$ cat src/rtl/vlsi_common_pkg.sv
`default_nettype none
// ============================================================================
// Module   : vlsi_common_pkg
// Purpose  : Shared helpers for VLSI_COMMON blocks: ceil-log2, FIFO pointer
//            width derivation and FIFO read-mode constants.
// Revision : 1.0 - initial release
// ============================================================================
package vlsi_common_pkg;

  // Read-mode selectors for the FIFO P_FWFT parameter
  localparam int FWFT_OFF = 0;
  localparam int FWFT_ON  = 1;

  // Ceiling log2; clog2(1) = 0
  function automatic int clog2(input int value);
    int result;
    int v;
    result = 0;
    v      = value - 1;
    while (v > 0) begin
      result = result + 1;
      v      = v >> 1;
    end
    return result;
  endfunction

  // Pointer width carries one extra wrap bit above the address bits
  function automatic int fifo_ptr_w(input int depth);
    return clog2(depth) + 1;
  endfunction

endpackage
`default_nettype wire

$ cat src/rtl/sync_fifo_ram.sv
`default_nettype none
// ============================================================================
// Module   : sync_fifo_ram
// Purpose  : FIFO storage array: one synchronous write port, asynchronous
//            read by address. Contents are not reset.
// Revision : 1.0 - initial release
// ============================================================================
module sync_fifo_ram
  import vlsi_common_pkg::*;
#(
  parameter int P_DEPTH  = 8,
  parameter int P_DATA_W = 8
) (
  input  logic                        clk,
  input  logic                        we,
  input  logic [clog2(P_DEPTH)-1:0]   waddr,
  input  logic [P_DATA_W-1:0]         wdata,
  input  logic [clog2(P_DEPTH)-1:0]   raddr,
  output logic [P_DATA_W-1:0]         rdata
);

  logic [P_DATA_W-1:0] mem [P_DEPTH];

  // Store write data at the write address when enabled
  always_ff @(posedge clk) begin
    if (we) begin
      mem[waddr] <= wdata;
    end
  end

  assign rdata = mem[raddr];

endmodule
`default_nettype wire

$ cat src/rtl/sync_fifo_ctrl.sv
`default_nettype none
// ============================================================================
// Module   : sync_fifo_ctrl
// Purpose  : Single-clock FIFO with pointer/count control, programmable
//            almost-full/almost-empty thresholds, sticky overflow/underflow
//            flags, synchronous clear and registered or FWFT read port.
// Revision : 1.0 - initial release
// ============================================================================
module sync_fifo_ctrl
  import vlsi_common_pkg::*;
#(
  parameter int P_DEPTH     = 8,
  parameter int P_DATA_W    = 8,
  parameter int P_PTR_W     = 4,
  parameter int P_AFULL_TH  = 6,
  parameter int P_AEMPTY_TH = 1,
  parameter int P_FWFT      = FWFT_OFF
) (
  input  logic                clk,
  input  logic                rst_n,
  input  logic                i_clr,
  input  logic                w_en,
  input  logic [P_DATA_W-1:0] i_data,
  input  logic                r_en,
  output logic [P_DATA_W-1:0] o_data,
  output logic                o_full,
  output logic                o_empty,
  output logic                o_almost_full,
  output logic                o_almost_empty,
  output logic [P_PTR_W-1:0]  o_count,
  output logic                o_overflow,
  output logic                o_underflow
);

  localparam int ADDR_W = P_PTR_W - 1;
  localparam logic [P_PTR_W-1:0] AFULL_TH  = P_PTR_W'(P_AFULL_TH);
  localparam logic [P_PTR_W-1:0] AEMPTY_TH = P_PTR_W'(P_AEMPTY_TH);
  localparam logic [P_PTR_W-1:0] PTR_ONE   = P_PTR_W'(1);

  // Elaboration-time parameter sanity checks
  if ((P_DEPTH < 2) || ((P_DEPTH & (P_DEPTH - 1)) != 0)) begin : g_chk_depth
    $error("sync_fifo_ctrl: P_DEPTH must be a power of 2 and >= 2");
  end
  if (P_PTR_W != fifo_ptr_w(P_DEPTH)) begin : g_chk_ptr_w
    $error("sync_fifo_ctrl: P_PTR_W must equal log2(P_DEPTH)+1");
  end
  if ((P_AFULL_TH < 1) || (P_AFULL_TH > P_DEPTH)) begin : g_chk_afull
    $error("sync_fifo_ctrl: P_AFULL_TH out of range 1..P_DEPTH");
  end
  if ((P_AEMPTY_TH < 0) || (P_AEMPTY_TH > P_DEPTH - 1)) begin : g_chk_aempty
    $error("sync_fifo_ctrl: P_AEMPTY_TH out of range 0..P_DEPTH-1");
  end

  logic [P_PTR_W-1:0]  wptr;
  logic [P_PTR_W-1:0]  rptr;
  logic [P_PTR_W-1:0]  count;
  logic [P_DATA_W-1:0] ram_rdata;
  logic                full;
  logic                empty;
  logic                wr_acc;
  logic                rd_acc;

  // Full/empty come from the pointers; the wrap bit tells them apart
  assign full  = (wptr[ADDR_W-1:0] == rptr[ADDR_W-1:0]) &&
                 (wptr[P_PTR_W-1] != rptr[P_PTR_W-1]);
  assign empty = (wptr == rptr);

  // Acceptance looks only at this cycle's flags; clear masks both requests
  assign wr_acc = w_en & ~full  & ~i_clr;
  assign rd_acc = r_en & ~empty & ~i_clr;

  // Pointer and fill-count registers
  always_ff @(posedge clk or negedge rst_n) begin
    if (!rst_n) begin
      wptr  <= '0;
      rptr  <= '0;
      count <= '0;
    end else if (i_clr) begin
      wptr  <= '0;
      rptr  <= '0;
      count <= '0;
    end else begin
      if (wr_acc) wptr <= wptr + PTR_ONE;
      if (rd_acc) rptr <= rptr + PTR_ONE;
      if (wr_acc && !rd_acc) begin
        count <= count + PTR_ONE;
      end else if (rd_acc && !wr_acc) begin
        count <= count - PTR_ONE;
      end
    end
  end

  // Sticky error flags: a rejected write or read, never during clear
  always_ff @(posedge clk or negedge rst_n) begin
    if (!rst_n) begin
      o_overflow  <= 1'b0;
      o_underflow <= 1'b0;
    end else if (i_clr) begin
      o_overflow  <= 1'b0;
      o_underflow <= 1'b0;
    end else begin
      if (w_en && full)  o_overflow  <= 1'b1;
      if (r_en && empty) o_underflow <= 1'b1;
    end
  end

  sync_fifo_ram #(
    .P_DEPTH  (P_DEPTH),
    .P_DATA_W (P_DATA_W)
  ) u_ram (
    .clk   (clk),
    .we    (wr_acc),
    .waddr (wptr[ADDR_W-1:0]),
    .wdata (i_data),
    .raddr (rptr[ADDR_W-1:0]),
    .rdata (ram_rdata)
  );

  if (P_FWFT == FWFT_ON) begin : g_fwft
    // Head entry is always presented; meaningless while empty
    assign o_data = ram_rdata;
  end else begin : g_reg_rd
    logic [P_DATA_W-1:0] rd_data;

    // Capture the head entry on an accepted read, hold otherwise
    always_ff @(posedge clk or negedge rst_n) begin
      if (!rst_n) begin
        rd_data <= '0;
      end else if (i_clr) begin
        rd_data <= '0;
      end else if (rd_acc) begin
        rd_data <= ram_rdata;
      end
    end

    assign o_data = rd_data;
  end

  assign o_full         = full;
  assign o_empty        = empty;
  assign o_count        = count;
  assign o_almost_full  = (count >= AFULL_TH);
  assign o_almost_empty = (count <= AEMPTY_TH);

endmodule
`default_nettype wire

$ cat config.mk
export PLATFORM = sky130hd
export DESIGN_NAME = sync_fifo_ctrl
export DESIGN_NICKNAME = d
export VERILOG_FILES = /design/src/rtl/vlsi_common_pkg.sv /design/src/rtl/sync_fifo_ram.sv /design/src/rtl/sync_fifo_ctrl.sv
export SDC_FILE = /design/constraint.sdc
export NUM_CORES = 1
export LEC_CHECK = 0
export ABC_AREA = 1
export CAP_MARGIN = 20
export CORE_MARGIN = 2
export CORE_UTILIZATION = 60
export DETAILED_ROUTE_END_ITERATION = 10
export MAX_ROUTING_LAYER = met4
export PLACE_DENSITY = 0.81
export SLEW_MARGIN = 20
export SYNTH_ARGS = -nofsm -noshare
export SYNTH_HDL_FRONTEND = slang
export SYNTH_SLANG_ARGS = --single-unit
$ cat constraint.sdc
create_clock -name clk -period 4.5 [get_ports clk]
set_clock_uncertainty 0.05 [all_clocks]
set_input_delay 1.35 -clock clk [delete_from_list [all_inputs] [get_ports clk]]
set_output_delay 1.35 -clock clk [all_outputs]
set_load 0.02 [all_outputs]
==> results.md <==
- Status: completed
- Number of synthesized register bits: 86
- Core Box Area: between 0.006 and 0.007 mm2
- Register area share after synthesis: 64.36%
- Die height: 84.01 um
- Die Wd: 84.01 um
- Share of cells above drive strength 1: about a tenth
- First-pass GRT wire length: 13920 um
- Sw Ratio: 31.01%
- Initial Util: 61.19%
- Crit path largest cell delay: 780 ps
- Net Sw Power: 0.0006223 W
- Fin nets: 412
- Final WL: around 9000 um
- GRT Overall Usage: 27.85%
- Grt ovf: 0
- Critical Path Slowest Stage Cell: dfrtp_1
- DRT iter0 DRCs: 224
- Min cycle time layout: 3815 ps
- Sum Neg Setup Slack: 0 ps
- Worst Path Required: 3100 ps
- Root Driver: clkbuf_8
- Cell Area, Synth: slightly below 0.004 mm2
- VDD IR max: 0.3150 mV
- Std-Cell Rows: 29
- Die ar.: 0.007058 mm2
- Area Growth Syn to Fin: 14.17%
- Slew Viols, Final: 0
- Worst rel slew slack: 48.56%
- Pwr per Cell Area: 457.5 mW/mm2
- Max cap viols: 0
- CTS Sinks: 86
- CTS tree: yes
- Number of global-route vias before repair: 2596
- Clock Path Buffers: 2
- Syn. warnings: 0
- Diode count: 0
- WL/cell: between 15 and 20 um
- H-tree levels: 3
- Vias per cell: 5.795
- Top cell by count, worst path: nand2_2
- CP Class: flop to output port
- Cell internal pwr: 0.001384 W
- Post-Layout Inst Area: 0.004385 mm2
- Post-CTS setup repair buffer count: 0
- Setup violators final: 0
- DRC Markers: 0
- Largest net degree at the start of global routing: 38
- Commonest non-fill, non-tap cell in the layout: nand2_1
- IO Count: 31
- Mean Syn Cell Area: 10.52 um2
- Drt pass-1 iters: 5
- Syn nets: between 300 and 400
- Worst-Margin Slew: 768.7 ps
- Setup crit end kind: output port
- Ratio of final minimum period to clock period: 84.77%
- Initial antenna violation count: 0
- Clock share of power: 29.9%
- RSZ-0062 raised after global routing: false
- Worst skew pair latency: around 360 ps
- HPWL after DPL: between 6000 and 7000 um
- CP arrival: around 2400 ps
- Via count: 2747
- Placed cell area: 0.004173 mm2
- Post-Synthesis Cells: around 370
- Final hold vios: 0
- FILL cells: 471
- Comb power frac: between 20% and 30%
- I/O Buffers: 30
- PnR worst setup slack: 685.1 ps
- CP cell instances: inv_4, nand2_2, nand2_2, inv_2, nand4_4, inv_1, clkdlybuf4s50_1
- Commonest non-fill, non-tap cells in the layout: 89 x nand2_1, 64 x edfxtp_1, 48 x nor2_1, 40 x o21ai_0, 29 x clkdlybuf4s50_1
- Number of buffers created by CTS: 9
- Seq pwr share: 46.5%
- Fmax: 0.2621 GHz
- Hold Path Class: flop to flop
- Post-CTS Resized: 0
- Leak: 1.747 nW
- Final ANT Viol Nets: 0
- Hold Buf Count CTS: 0
- Sequential cell area: 0.002472 mm2
- Area taken by multi-input logic gates: 0.001205 mm2
- Design Power: 0.002006 W
- Startpoint types: flop
- Clk slew on worst S/H paths: 80 ps
- Number of distinct library cells after synthesis: 25
- GPL Wtd Cong: 1.018
- Post-Place Setup Slack: 669.6 ps
- Crit path max fanout: 20
==> worst paths after layout <==
path                            from  cells after the start  slack [ps]               to
setup / recovery             rptr[1]                      7         690           o_full
max in group asynchronous      rst_n                      1        3150        o_data[1]
setup reg to reg             rptr[1]                      9        1900  u_ram.mem[2][6]
hold / removal             o_data[0]                      2         470        o_data[0]
min in group asynchronous      rst_n                      1         900      o_underflow
hold reg to reg            o_data[0]                      2         470        o_data[0]
==> layer usage <==
layer  share of wire [%]  track usage, %
met3                 5.4           5.341
met1                  40           34.44
met4                 3.1           9.677
met2                  51           46.33
met5                   0               -
==> worst max-delay path: cells and delay by family (launching register included) <==
kind	cells	cell delay, ps
flops	1	780
simple gates	3	300
buf+inv	4	980
==> cells in the mapped netlist <==
cell type | n | share of area (%)
nor2_2 | 1 | 0.16
inv_2 | 5 | 0.49
xnor2_1 | 1 | 0.23
dfrtp_1 | 22 | 14
nand2_4 | 2 | 0.59
nand2_2 | 6 | 0.98
nand4_4 | 2 | 1.1
a21oi_1 | 6 | 0.78
o22ai_1 | 16 | 2.6
nor3_1 | 3 | 0.39
o21a_1 | 1 | 0.20
inv_4 | 2 | 0.33
a21oi_4 | 1 | 0.42
nand3_1 | 17 | 2.2
nor2_1 | 48 | 4.7
inv_1 | 14 | 1.4
buf_6 | 3 | 0.88
o21ai_0 | 40 | 5.2
nand2_1 | 89 | 8.7
clkbuf_1 | 11 | 1.1
nand3_4 | 1 | 0.46
xor2_1 | 3 | 0.68
buf_2 | 1 | 0.13
edfxtp_1 | 64 | 50
ha_1 | 6 | 2.0
==> metrics by stage <==
step | hold slack (ps) | std cells | util (%)
final | 470.9 | 474 | 69.86
after global routing | 499.4 | 474 | 69.86
after CTS | 470.5 | 474 | 69.94
after detailed placement | 448.0 | 459 | 66.47
after global placement | 448.4 | 459 | 66.47
after floorplan | 501.1 | 365 | -
==> power groups by stage <==
stage                     Combinational (W)  Clock (W)  Sequential [W]
after floorplan                    0.000273          0        0.000967
after global placement             0.000461          0        0.000950
after detailed placement           0.000469          0        0.000951
after CTS                          0.000472   0.000608        0.000934
after global routing               0.000524   0.000643        0.000941
final                              0.000473   0.000600        0.000934
==> cell type report <==
cell class	instances	area share, %
repair buffers	32	7.076
inverters	21	1.912
well taps	77	2.197
clock buffers	9	2.825
clock inverters	6	2.140
multi-input cells	243	27.48
flip-flops and latches	86	56.38
==> kinds of logic (layout without fill, tap and decap cells) <==
logic type / count (synthesis) / after routing / synth area share (%)
adder cells (fa/ha/maj): 6 / 6 / 1.954
flip-flops: 86 / 86 / 64.36
AO/OA/AOI/OAI: 64 / 64 / 9.219
buffers and inverters: 36 / 68 / 4.267
XOR/XNOR: 4 / 4 / 0.9122
AND/OR/NAND/NOR: 169 / 169 / 19.28
==> state kept, by name, summed over array words and instances, names as in the netlist <==
signal	count
o_count	4
o_underflow	1
wptr	4
o_overflow	1
rptr	4
u_ram.mem	64
o_data	8
(Power assumes the default switching activity.)
